**src/rtl/pwm_generator.sv**
```systemverilog
// 16-pin PWM driver with shared prescaler/counter and per-pin off/static/PWM select.
// Define PWM_SYNC_UPDATE_EN to shadow the duty cycle and apply changes only at period boundaries.
module pwm_generator #(
  parameter int unsigned CLK_DIV = 13
) (
  input  logic        clk,
  input  logic        rst,
  input  logic [7:0]  en_reg_out_7_0,
  input  logic [7:0]  en_reg_out_15_8,
  input  logic [7:0]  en_reg_pwm_7_0,
  input  logic [7:0]  en_reg_pwm_15_8,
  input  logic [7:0]  pwm_duty_cycle,
  output logic [15:0] out,
  output logic        period_start
);

  localparam logic [15:0] PRESC_LAST = 16'(CLK_DIV - 1);
  localparam logic [7:0]  CNT_LAST   = 8'd254;

  logic [15:0] presc_q, presc_d;
  logic [7:0]  cnt_q, cnt_d;
  logic [15:0] out_q, out_d;
  logic        period_start_q;
  logic        tick;
  logic        boundary;
  logic [15:0] en_out;
  logic [15:0] en_pwm;
  logic [7:0]  duty_eff;
  logic        pwm_level;

  assign en_out = {en_reg_out_15_8, en_reg_out_7_0};
  assign en_pwm = {en_reg_pwm_15_8, en_reg_pwm_7_0};

`ifdef PWM_SYNC_UPDATE_EN
  logic [7:0] duty_shadow_q, duty_shadow_d;
  logic       load_pending_q, load_pending_d;

  always_comb begin
    duty_shadow_d  = duty_shadow_q;
    load_pending_d = load_pending_q;
    if (boundary || load_pending_q) begin
      duty_shadow_d  = pwm_duty_cycle;
      load_pending_d = 1'b0;
    end
  end

  always_ff @(posedge clk) begin
    if (rst) begin
      duty_shadow_q  <= '0;
      load_pending_q <= 1'b1;
    end else begin
      duty_shadow_q  <= duty_shadow_d;
      load_pending_q <= load_pending_d;
    end
  end

  assign duty_eff = duty_shadow_q;
`else
  assign duty_eff = pwm_duty_cycle;
`endif

  always_comb begin
    tick     = (presc_q == PRESC_LAST);
    presc_d  = tick ? '0 : presc_q + 16'd1;
    boundary = tick && (cnt_q == CNT_LAST);
    cnt_d    = cnt_q;
    if (tick) begin
      cnt_d = (cnt_q == CNT_LAST) ? '0 : cnt_q + 8'd1;
    end
    // 0xFF must be fully on even though the counter never reaches 255
    pwm_level = (duty_eff == 8'hFF) | (cnt_q < duty_eff);
    out_d     = en_out & (~en_pwm | {16{pwm_level}});
  end

  always_ff @(posedge clk) begin
    if (rst) begin
      presc_q        <= '0;
      cnt_q          <= '0;
      out_q          <= '0;
      period_start_q <= 1'b0;
    end else begin
      presc_q        <= presc_d;
      cnt_q          <= cnt_d;
      out_q          <= out_d;
      period_start_q <= boundary;
    end
  end

  assign out          = out_q;
  assign period_start = period_start_q;

endmodule
```
**config.mk**
```make
export PLATFORM = sky130hd
export DESIGN_NAME = pwm_generator
export DESIGN_NICKNAME = d
export VERILOG_FILES = /design/src/rtl/pwm_generator.sv
export SDC_FILE = /design/constraint.sdc
export NUM_CORES = 1
export LEC_CHECK = 0
export CORE_ASPECT_RATIO = 1.2
export CORE_MARGIN = 2
export CORE_UTILIZATION = 52
export CTS_BUF_LIST = sky130_fd_sc_hd__clkbuf_4
export CTS_CLUSTER_SIZE = 10
export DETAILED_ROUTE_END_ITERATION = 10
export GPL_TIMING_DRIVEN = 1
export PLACE_DENSITY = 0.85
export SYNTH_ARGS = -nofsm -noshare
export SYNTH_HDL_FRONTEND = slang
export SYNTH_SLANG_ARGS = --single-unit
```
**constraint.sdc**
```tcl
create_clock -name clk -period 4.8 [get_ports clk]
set_input_delay 0.96 -clock clk [delete_from_list [all_inputs] [get_ports clk]]
set_output_delay 0.96 -clock clk [all_outputs]
set_load 0.1 [all_outputs]
```
==> results by group <==
Status
  • Status: completed

Layout
  • Layout cells sized above 1: 0.0578
  • Footprint of the multi-input gates: 1040 sq um
  • FF+latch area: 821 sq um
  • Diode count: 0
  • Fillers: 281
  • Post-layout util: 0.723
  • Area Overhead vs Synth: 33.4%
  • Final #Nets: 329

Floorplanning
  • I/O Pins: about 60
  • Std-Cell Rows: 24
  • Starting Density: 0.542
  • Die area: 4260 sq um
  • Die H: 71.1 microns
  • Die Wd: 59.9 microns
  • Core area: approximately 3600 sq um

CTS
  • Post-CTS setup buffers: 0
  • Clock Sink Count: 41
  • Post-cts resize count: 0
  • Clock Path Buffers: 2
  • Clock slew at reported path FFs: 0.12 ns
  • CTS tree: yes
  • Total CTS buffers: 5
  • Clock Latency Late Sink: 0.33 ns
  • H-tree levels: 2
  • Clk root buf: clkbuf_4
  • # hold bufs at CTS: 0

Synthesis
  • Synth Register Bits: 41
  • Netlist cell types: 36
  • Synth Instances: 219
  • Top cells by count, synth: dfxtp_1 (41), a21oi_1 (29), nand2b_1 (18)
  • Synth top area cells: dfxtp_1 (42%), a21oi_1 (7.4%), ha_1 (7.1%)
  • Top-count cell post-synth: dfxtp_1
  • Synthesized area per cell: 8.91 sq um
  • Post-synth net total: 272
  • Top cell type's share of synthesized area: 0.421
  • Area leader, netlist: dfxtp_1
  • Post-synth EDFFs: 0
  • Post-synthesis cell area: 1950 sq um
  • Yosys warning total: 0
  • Ys async rst share: 0
  • Seq/Total Area, Yosys: 0.421
  • Synth Flop Type: dfxtp_1

Detailed routing
  • Vias: 1740
  • Initial DRC Count: 54
  • DRC: 0
  • Vias per inst: 5.51
  • DRT Pass-1 Iters: 4
  • Routed length per placed instance: 12.9 microns
  • ANT nets after route: 0
  • Final WL: 4.07 mm

Power
  • Comb pwr share: 0.197
  • Sw Ratio: 0.285
  • Pleak: 0.999 nW
  • Clock power share: 0.266
  • Seq pwr share: 0.536
  • Tot Pwr: around 0.00066 W
  • Worst ir drop on vdd: roughly 190 uV
  • PwrDens: 253 nW/um^2
  • Psw: 0.000188 W
  • Internal cell power: 0.000472 W

Global route
  • Gr usage total: 0.222
  • Initial antenna violation count: 0
  • Global route overflow: 0
  • Vias in the first global route: 1702
  • Largest net degree at the start of global routing: 27
  • Global-route wire length before repair: 7.32 mm

Timing
  • Setup violators final: 0
  • Rel. slew slack: 0.334
  • Final setup margin: between 1.5 and 2 ns
  • Hold WS: 0.497 ns
  • Worst Max-Slew Pin Slew: between 0.9 and 1 ns
  • Fin crit share: 0.608
  • Setup_tns: 0 ns
  • FMAX: 0.342 GHz
  • RSZ-0062 raised after global routing: no
  • Final max-slew violation count: 0
  • Final hold vios: 0
  • Fin Clk Skew: 0.00853 ns
  • Tmin final: 2.92 ns

Setup path
  • CP Data Arrival Time: between 3 and 4 ns
  • Kind of critical path: in -> reg
  • Critical path origin: pwm_duty_cycle[7]
  • R2R Path Start: cnt_q[5]
  • Crit-path max FO: 16
  • Crit start category: input port
  • Worst Path Required: 4.98 ns
  • Critical Path End Type: flip-flop
  • Worst-path cell chain: clkdlybuf4s50_1 > inv_1 > ha_1 > and4_1 > o21ai_0 > o32ai_2 > a21oi_1
  • CP max stage cell: o32ai_2
  • Critical Path Max Stage Delay: ~0.86 ns

Placement
  • DP Wirelength: 3.06 mm
  • IO buf count: 58
  • Pre-CTS WS: roughly 1.5 ns
  • Final GP Congestion: 0.846

Hold path
  • HP Start: presc_q[15]
  • Hold Crit Class: reg -> reg

Run
  • Number of max-cap violations: 0
==> cells in the final DEF (no fill, tap or decap), types with 2 or more instances in the layout <==
cell type and n:
clkdlybuf4s50_1 58, dfxtp_1 41, a21oi_1 29, nand2b_1 18, nor2_1 17, inv_1 13, nand2_1 11, ha_1 11
xor2_1 8, nand3_1 7, clkbuf_4 7, nand4_1 6, o21ai_0 6, and4_1 5, xnor2_1 5, or4_1 5
nor3_1 4, and3_1 3, o31ai_1 3, nor4_1 2, or3b_2 2
==> sequential cells by signal, indices dropped and copies added, names as in the netlist <==
signal / flops
out: 16
presc_q: 16
cnt_q: 8
period_start: 1
==> cell type report <==
class                      instances  share of cell area
clock buffer                       7              0.0202
clock inverter                     1             0.00288
inverter                          13              0.0187
multi-input combinational        156               0.398
sequential                        41               0.315
tap                               39              0.0187
timing repair buffer              59               0.226
==> per-layer routing <==
layer | track usage | wire, microns | vias to the layer above
li1 | - | - | 883
met1 | 0.262 | 1700 | 804
met2 | 0.354 | 2000 | 49
met3 | 0.106 | 328 | 4
met4 | 0.0642 | 37 | 0
met5 | 0 | 0 | -
==> cells by family after synthesis <==
logic type	count (synthesis)	share of synthesized area
and+or+nand+nor	87	0.267
DFF	41	0.421
xor gates and xnor gates	13	0.0583
buffers and inverters	22	0.0481
AOI/OAI and AO/OA	45	0.135
adders and majority gates	11	0.0705
==> power by group through the flow <==
stage / combinational, W / sequential, W / clock, W
after global placement: 0.000129 / 0.000361 / 0
final: 0.000130 / 0.000354 / 0.000176
after detailed placement: 0.000130 / 0.000362 / 0
after floorplan: 0.0000229 / 0.000414 / 0
after CTS: 0.000131 / 0.000354 / 0.000181
after global routing: 0.000139 / 0.000355 / 0.000199
==> critical path, delay by kind of cell <==
| family | cells | cell delay, ns |
|---|---|---|
| adder cells (fa/ha/maj) | 1 | 0.30 |
| AND/OR/NAND/NOR | 1 | 0.18 |
| buffers and inverters | 2 | 0.54 |
| AO/OA/AOI/OAI | 3 | 1.12 |
==> per-stage QoR <==
stage          area (sq um)  std cells
4_1_cts                2600        316
5_1_grt                2600        316
2_1_floorplan          1950        219
3_3_place_gp           2540        308
6_report               2600        316
3_5_place_dp           2540        308
==> worst paths after layout <==
path | to | slack [ns] | depth (start not counted)
setup / recovery | out[5] | 1.88 | 7
hold / removal | presc_q[15] | 0.50 | 2
setup reg to reg | out[5] | 2.66 | 5
hold reg to reg | presc_q[15] | 0.50 | 2
(Power assumes the default switching activity.)
